## config.mk

```make
export PLATFORM = sky130hd
export DESIGN_NAME = nes_poll_controller
export DESIGN_NICKNAME = d
export VERILOG_FILES = /design/src/rtl/nes_poll_controller.sv
export SDC_FILE = /design/constraint.sdc
export NUM_CORES = 1
export LEC_CHECK = 0
export BUFFER_PORTS_ARGS = -buffer_cell sky130_fd_sc_hd__buf_4
export CELL_PAD_IN_SITES_DETAIL_PLACEMENT = 1
export CELL_PAD_IN_SITES_GLOBAL_PLACEMENT = 1
export CORE_UTILIZATION = 38
export DETAILED_ROUTE_END_ITERATION = 8
export PLACE_DENSITY_LB_ADDON = 0.08
export SLEW_MARGIN = 0
export SYNTH_ARGS = -nofsm -noshare
export SYNTH_HDL_FRONTEND = slang
export SYNTH_SLANG_ARGS = --single-unit
export TNS_END_PERCENT = 1
```

## constraint.sdc

```tcl
create_clock -name clk -period 3 [get_ports clk]
set_clock_uncertainty 0.1 [all_clocks]
set_input_delay 0.45 -clock clk [delete_from_list [all_inputs] [get_ports clk]]
set_output_delay 0.45 -clock clk [all_outputs]
set_load 0.02 [all_outputs]
```

## src/rtl/nes_poll_controller.sv

```systemverilog
// NES pad poller: latch pulse, seven shift clocks and eight samples per read,
// then presents the decoded button byte with a one-cycle valid strobe.
module nes_poll_controller #(
   parameter int TICK_DIV    = 288,
   parameter int POLL_PERIOD = 800000
) (
   input  logic       clk,
   input  logic       reset,
   input  logic       start,
   input  logic       auto_en,
   input  logic       nes_data,
   output logic       nes_latch,
   output logic       nes_clk,
   output logic [7:0] buttons,
   output logic       buttons_valid,
   output logic       busy
);

   localparam int TICK_W = $clog2(TICK_DIV);
   localparam int POLL_W = $clog2(POLL_PERIOD);
   localparam logic [TICK_W-1:0] TICK_LAST = TICK_W'(TICK_DIV - 1);
   localparam logic [POLL_W-1:0] POLL_LAST = POLL_W'(POLL_PERIOD - 1);

   typedef enum logic [2:0] {IDLE, LATCH, SAMPLE, CLK_HI, DONE} state_t;

   state_t            state, stateNext;
   logic [TICK_W-1:0] tickCnt;
   logic              tickLast;
   logic [2:0]        bitIdx, bitIdxNext;
   logic              pending, pendingNext;
   logic [POLL_W-1:0] pollCnt;
   logic              autoTick;
   logic              trigger;
   logic              dataSync_p0, dataSync_p1;
   logic [6:0]        raw;
   logic              sampleEn;
   logic              loadButtons;

   // Stage p0/p1: pad data synchronizer, idles at the released (1) level
   always_ff @(posedge clk or posedge reset) begin
      if (reset) begin
         dataSync_p0 <= 1'b1;
         dataSync_p1 <= 1'b1;
      end else begin
         dataSync_p0 <= nes_data;
         dataSync_p1 <= dataSync_p0;
      end
   end

   always_ff @(posedge clk or posedge reset) begin
      if (reset)
         pollCnt <= '0;
      else if (!auto_en || pollCnt == POLL_LAST)
         pollCnt <= '0;
      else
         pollCnt <= pollCnt + 1'b1;
   end

   assign autoTick = auto_en && (pollCnt == POLL_LAST);
   assign trigger  = start | autoTick;
   assign tickLast = (tickCnt == TICK_LAST);

   // Prescaler restarts whenever the state changes so every phase gets full ticks.
   always_ff @(posedge clk or posedge reset) begin
      if (reset)
         tickCnt <= '0;
      else if (busy && stateNext == state && !tickLast)
         tickCnt <= tickCnt + 1'b1;
      else
         tickCnt <= '0;
   end

   always_ff @(posedge clk or posedge reset) begin
      if (reset) begin
         state   <= IDLE;
         bitIdx  <= '0;
         pending <= 1'b0;
      end else begin
         state   <= stateNext;
         bitIdx  <= bitIdxNext;
         pending <= pendingNext;
      end
   end

   always_comb begin
      stateNext     = state;
      bitIdxNext    = bitIdx;
      pendingNext   = pending;
      sampleEn      = 1'b0;
      loadButtons   = 1'b0;
      nes_latch     = 1'b0;
      nes_clk       = 1'b0;
      buttons_valid = 1'b0;
      busy          = (state != IDLE);
      if (busy && trigger)
         pendingNext = 1'b1;
      case (state)
         IDLE: begin
            if (trigger || pending) begin
               stateNext   = LATCH;
               pendingNext = 1'b0;
               bitIdxNext  = '0;
            end
         end
         LATCH: begin
            // bitIdx counts the two latch ticks before it becomes the bit index
            nes_latch = 1'b1;
            if (tickLast) begin
               if (bitIdx == 3'd1) begin
                  stateNext  = SAMPLE;
                  bitIdxNext = '0;
               end else begin
                  bitIdxNext = 3'd1;
               end
            end
         end
         SAMPLE: begin
            if (tickLast) begin
               sampleEn = 1'b1;
               if (bitIdx == 3'd7) begin
                  stateNext   = DONE;
                  loadButtons = 1'b1;
               end else begin
                  stateNext = CLK_HI;
               end
            end
         end
         CLK_HI: begin
            nes_clk = 1'b1;
            if (tickLast) begin
               bitIdxNext = bitIdx + 3'd1;
               stateNext  = SAMPLE;
            end
         end
         DONE: begin
            buttons_valid = 1'b1;
            if (pending) begin
               stateNext   = LATCH;
               pendingNext = 1'b0;
               bitIdxNext  = '0;
            end else begin
               stateNext = IDLE;
            end
         end
         default: stateNext = IDLE;
      endcase
   end

   // Stage p2: bit capture; the last bit goes straight into the output byte
   always_ff @(posedge clk) begin
      if (sampleEn && bitIdx != 3'd7)
         raw[bitIdx] <= dataSync_p1;
   end

   always_ff @(posedge clk or posedge reset) begin
      if (reset)
         buttons <= 8'h00;
      else if (loadButtons)
         buttons <= ~{dataSync_p1, raw};
   end

endmodule

```

==> impl_metrics.json, run 1 <==
{
  "syn_inst": 252,
  "die_h_um": 84.0,
  "ys_top_cells_by_area": "dfrtp_1 (43%), edfxtp_1 (8.2%), nor2_1 (4.1%)",
  "stdcell_area_um2": 2850,
  "fp.dieArea_um2": 7060,
  "rows": 29,
  "outcome": "complete, but fails checks",
  "port-buffer-count": 16,
  "synthDistinctLibCells": 42,
  "hold_class": "input pin to register",
  "cts_made_buffers": 5,
  "grt_max_degree": 47,
  "drtAntennaViolNets": 0,
  "grtUsageTotal": 0.167,
  "dp_hpwl_mm": 3.63,
  "yosysSeqAreaShare": 0.534,
  "cts-root-buf": "clkbuf_8",
  "drc": 6,
  "period_needed_ps": 2290,
  "leakage_nw": 1.18,
  "fmax_mhz": 437,
  "synth_edf_count": 7,
  "antenna_cells": 0,
  "clkTransAtPathRegs_ps": 100,
  "vias": 1912,
  "violations": "design-rule violations",
  "syn_to_final_growth_pct": 11.6,
  "cts_tree": "built",
  "synth_top_area_share": 0.431,
  "final_cell_mix": "dfrtp_1 (44), nor2_1 (28), nand2_1 (20), buf_4 (20), nand3_1 (16)",
  "ys_ff_latch": 53,
  "cts.sinks": 53,
  "placed_cell_area_um2": 2760,
  "synth_nets": 262,
  "drt_iter0_drc": 69,
  "worstPathArrival_ps": 2380,
  "routed_wl_mm": 5.12,
  "synthesis.area_um2": 2560,
  "via_per_inst": 5.51,
  "wire_per_inst_um": 14.8,
  "postCtsHoldBufs": 0,
  "post_cts_buffers": 0,
  "cts_htree_levels": 2,
  "initial_core_util": 0.398,
  "yosys_warnings": 0,
  "synth_top_cell_by_area": "dfrtp_1",
  "layout.nets": 279,
  "worstPathRequired_ps": 3090,
  "synthFlopType": "dfrtp_1",
  "critPathSlowestCell": "or4b_1",
  "hold_slack_ps": 143,
  "dr.pass1.iters": 6,
  "synth_async_sr_flop_share": 0.868,
  "clock_path_buffers": 2,
  "crit_chain": "or4b_1, or4_4, o41ai_4, buf_4, a21oi_1",
  "relSlewSlack": 0.362,
  "finalSetupViolCount": 0,
  "fill_cells": 736,
  "grt_pass1_vias": 1954,
  "postCtsResizedCells": 0,
  "layout_commonest_cell": "dfrtp_1",
  "clock_latency_ps": 310,
  "die_x_um": 84.0,
  "cp-end-kind": "register",
  "synth_area_per_cell_um2": 10.1,
  "antenna_found_initial": 0,
  "gp_congestion": 0.726,
  "fin_setup_tns_ps": 0,
  "crit_path_max_incr_delay_ps": 520,
  "io_pins": 17,
  "maxCapViolCount": 0,
  "tightest_slew_ps": 956,
  "worstPathMaxFanout": 12,
  "start_kind": "register",
  "post-route-util": 0.444,
  "final-hold-violation-count": 0,
  "rsz0062_at_grt": "no",
  "critPathKind": "register to register",
  "p_per_area_nw_per_um2": 505,
  "grt_pass1_wl_mm": 9.43,
  "vdd_drop_max_uv": 187,
  "report.final.slew_viol_count": 0,
  "drive_gt1_frac": 0.133,
  "grt-ovfl-total": 0,
  "fp.coreArea_um2": 6420,
  "period_share": 0.763
}
-- final cells by class --
class	count	area, µm²	share of cell area
clock inverters	3	26.3	0.00921
multi-input cells	181	1120	0.392
clock buffers	5	68.8	0.0241
flip-flops and latches	53	1360	0.478
well taps	77	96.3	0.0338
inverters	8	30.0	0.0105
repair buffers	20	150	0.0526
-- cells by family (layout without fill, tap and decap cells) --
family	after synthesis	in the layout	synth area share
xor+xnor	16	16	0.0548
compound gates	42	42	0.107
buf+inv	18	36	0.0294
flops	53	53	0.534
fa+ha+maj	5	5	0.0245
simple gates	118	118	0.251
-- registers in the layout, summed over array words and instances, names as in the netlist --
name,count
raw,7
state,3
dataSync_p1,1
pending,1
tickCnt,9
bitIdx,3
buttons,8
pollCnt,20
dataSync_p0,1
-- power breakdown --
group          total [mW]  switching, mW  leakage (nW)  internal (mW)
Clock               0.428          0.258        0.0423          0.170
Sequential          0.857         0.0712         0.668          0.786
Combinational       0.155         0.0817         0.467         0.0733
Total                1.44          0.411          1.18           1.03
-- critical path, delay by kind of cell (launching register included) --
| kind | cells | cell delay (ps) |
|---|---|---|
| AO/OA/AOI/OAI | 2 | 390 |
| buffers and inverters | 1 | 250 |
| flip-flops | 1 | 440 |
| AND/OR/NAND/NOR | 2 | 990 |
-- worst paths after layout --
| path | slack [ps] | to | startpoint | cells past startpoint |
|---|---|---|---|---|
| setup / recovery | 710 | pollCnt[18] | pollCnt[14] | 5 |
| hold / removal | 140 | dataSync_p0 | nes_data | 1 |
| setup reg to reg | 710 | pollCnt[18] | pollCnt[14] | 5 |
| hold reg to reg | 270 | dataSync_p1 | dataSync_p0 | 0 |
| max in group asynchronous | 1960 | tickCnt[8] | reset | 2 |
| min in group asynchronous | 250 | state[0] | reset | 2 |
-- through the flow --
| stage | instances | power [mW] | worst slack (ps) |
|---|---|---|---|
| after floorplan | 252 | 0.979 | 688 |
| after global placement | 339 | 1.02 | 774 |
| after detailed placement | 339 | 1.03 | 725 |
| after CTS | 347 | 1.47 | 699 |
| after global routing | 347 | 1.53 | 586 |
| final | 347 | 1.44 | 710 |
-- layer usage --
metal	share of wire	GRT usage	vias to the layer above
met1	0.47	0.212	944
met4	0.013	0.0517	0
met2	0.50	0.285	18
met3	0.020	0.0326	6
li1	-	-	944
met5	0	0	-
-- synthesized netlist by cell type, types with 2 or more instances --
| cell | n |
|---|---|
| a21oi_1 | 13 |
| and2_1 | 5 |
| and3_1 | 3 |
| and4_1 | 3 |
| clkbuf_1 | 8 |
| dfrtp_1 | 44 |
| dfstp_2 | 2 |
| edfxtp_1 | 7 |
| ha_1 | 5 |
| inv_1 | 8 |
| nand2_1 | 20 |
| nand2b_1 | 2 |
| nand3_1 | 16 |
| nand4_1 | 11 |
| nor2_1 | 28 |
| nor2b_1 | 2 |
| nor3_1 | 4 |
| nor3b_1 | 2 |
| nor4b_1 | 2 |
| o2111ai_1 | 3 |
| o21ai_0 | 15 |
| o31ai_1 | 7 |
| or3_1 | 3 |
| or4_1 | 7 |
| xnor2_1 | 4 |
| xor2_1 | 12 |
No activity file was read; power rests on OpenSTA's default activity.
==> run 2, diff against run 1 <==
Clock period 3 ns to 2 ns, I/O delays scaled along.
==> run 2 against run 1 <==
Net effect:
- cell count grew 12%
- design area grew 12%
- sequential share of layout area shrank 5.3 points
- wire length grew 9.9%
- the flow finishes with violations (design-rule violations, negative setup slack)
- critical path type unchanged
- critical endpoint is now pollCnt[3]
- die area is the same
- largest cell class unchanged
- sequential power grew 44%
==> impl_metrics.json, run 2 (same netlist as run 1, synthesis figures left out) <==
{
  "cts-root-buf": "clkbuf_8",
  "vias": 2046,
  "drt_iter0_drc": 35,
  "drive_gt1_frac": 0.284,
  "drc": 4,
  "wire_per_inst_um": 14.6,
  "cts_made_buffers": 5,
  "initial_core_util": 0.398,
  "port-buffer-count": 16,
  "grt_max_degree": 47,
  "period_needed_ps": 2100,
  "top_regs": "pollCnt (20), tickCnt (9), buttons (8)",
  "placed_cell_area_um2": 3050,
  "fp.dieArea_um2": 7060,
  "fin_setup_tns_ps": -1600,
  "stdcell_area_um2": 3210,
  "cts_htree_levels": 2,
  "clkPwrFrac": 0.274,
  "die_h_um": 84.0,
  "dp_hpwl_mm": 4.21,
  "layout.nets": 319,
  "swShare": 0.281,
  "cts_tree": "built",
  "period_share": 1.05,
  "rows": 29,
  "p_sw_mw": 0.646,
  "die_x_um": 84.0,
  "p_comb_frac": 0.190,
  "dp_cells": 378,
  "worstPathMaxFanout": 7,
  "final_cell_mix": "buf_4 (58), dfrtp_1 (44), nor2_1 (27), nand2_1 (20), nand3_1 (16)",
  "antenna_cells": 0,
  "layout_commonest_cell": "buf_4",
  "fmax_mhz": 476,
  "io_pins": 17,
  "cp-end-kind": "register",
  "hold_class": "input pin to asynchronous set/reset pin",
  "syn_to_final_growth_pct": 25.4,
  "routed_wl_mm": 5.63,
  "violations": "design-rule violations, negative setup slack",
  "clock_path_buffers": 2,
  "gp_congestion": 0.784,
  "worstPathRequired_ps": 2100,
  "grt_pass1_vias": 2076,
  "fp.coreArea_um2": 6420,
  "outcome": "complete, but fails checks",
  "grtUsageTotal": 0.174,
  "grt-ovfl-total": 0,
  "start_kind": "register",
  "pwr-share-seq": 0.536,
  "rsz0062_at_grt": "yes",
  "relSlewSlack": 0.600,
  "largest_reg_flops": 20,
  "hold_slack_ps": 31.5,
  "finalSetupViolCount": 20,
  "final-hold-violation-count": 0,
  "dr.pass1.iters": 6,
  "clock_latency_ps": 310,
  "leakage_nw": 1.39,
  "drtAntennaViolNets": 0,
  "worstPathArrival_ps": 2200,
  "grt_pass1_wl_mm": 9.76,
  "critPathKind": "register to register",
  "cts.sinks": 53,
  "tightest_slew_ps": 600,
  "fin_ws_ps": -99.8,
  "largest-register": "pollCnt",
  "report.final.slew_viol_count": 0,
  "antenna_found_initial": 0,
  "maxCapViolCount": 0,
  "via_per_inst": 5.29,
  "clkTransAtPathRegs_ps": 100,
  "total_power_mw": 2.30,
  "final_cells": 387,
  "p_int_mw": 1.65,
  "vdd_drop_max_uv": 468,
  "p_per_area_nw_per_um2": 717
}
==> run 2: changes by cell type in the layout (fill, tap and decap cells not counted), moves of 2 or more <==
cell	previous run	this run
buf_4	20	58
a21oi_1	13	10
a21oi_2	0	3
o21ai_0	15	12
nor3_1	4	2
nor3_2	0	2
o21ai_2	0	2
==> run 2: critical path, stage by stage (launching register included) <==
cell,delay (ps)
dfrtp_1,380
or4b_1,510
or4_4,450
o41ai_4,280
buf_4,220
nor2_1,50
==> run 2: layer usage <==
| layer | GRT usage | wire length [µm] | vias to the layer above |
|---|---|---|---|
| li1 | - | - | 1026 |
| met1 | 0.220 | 2660 | 999 |
| met2 | 0.308 | 2800 | 16 |
| met3 | 0.0307 | 124 | 5 |
| met4 | 0.0376 | 46 | 0 |
| met5 | 0 | 0 | - |
==> run 2: cell type report <==
cell class | count | area (µm²)
inverter | 8 | 30.0
clock buffer | 5 | 68.8
sequential | 53 | 1360
clock inverter | 3 | 25.0
tap | 77 | 96.3
fill | 731 | 3220
multi-input combinational | 181 | 1160
timing repair buffer | 60 | 457
==> run 2: through the flow <==
stage                util  worst slack, ps
floorplan               -             -235
global placement    0.475            -57.2
detailed placement  0.475            -90.5
CTS                 0.493             -115
global route        0.499             -180
finish              0.499            -99.8
==> run 2: repair_timing <==
action / 4_1_cts / 5_1_grt
setup buffers: 0 / 0
gates cloned: 0 / 0
hold endpoints to repair: 1 / 0
gates resized for setup: 7 / 12
setup endpoints to repair: 30 / 38
pin swaps: 1 / 2
hold buffers: 1 / 0
==> run 2: power groups by stage <==
stage          logic (mW)  registers (mW)  clock network (mW)
2_1_floorplan       0.193            1.28                   0
3_3_place_gp        0.416            1.25                   0
3_5_place_dp        0.437            1.25                   0
4_1_cts             0.440            1.23               0.654
5_1_grt             0.488            1.24               0.687
6_report            0.437            1.23               0.630
==> run 2: worst paths after layout <==
kind	start	end	slack (ps)	cells after the start
hold / removal	reset	pollCnt[19]	30	3
setup / recovery	pollCnt[14]	pollCnt[3]	-100	5
max in group asynchronous	reset	tickCnt[7]	1350	3
hold reg to reg	dataSync_p0	dataSync_p1	260	0
setup reg to reg	pollCnt[14]	pollCnt[3]	-100	5
min in group clk	auto_en	pollCnt[6]	150	2
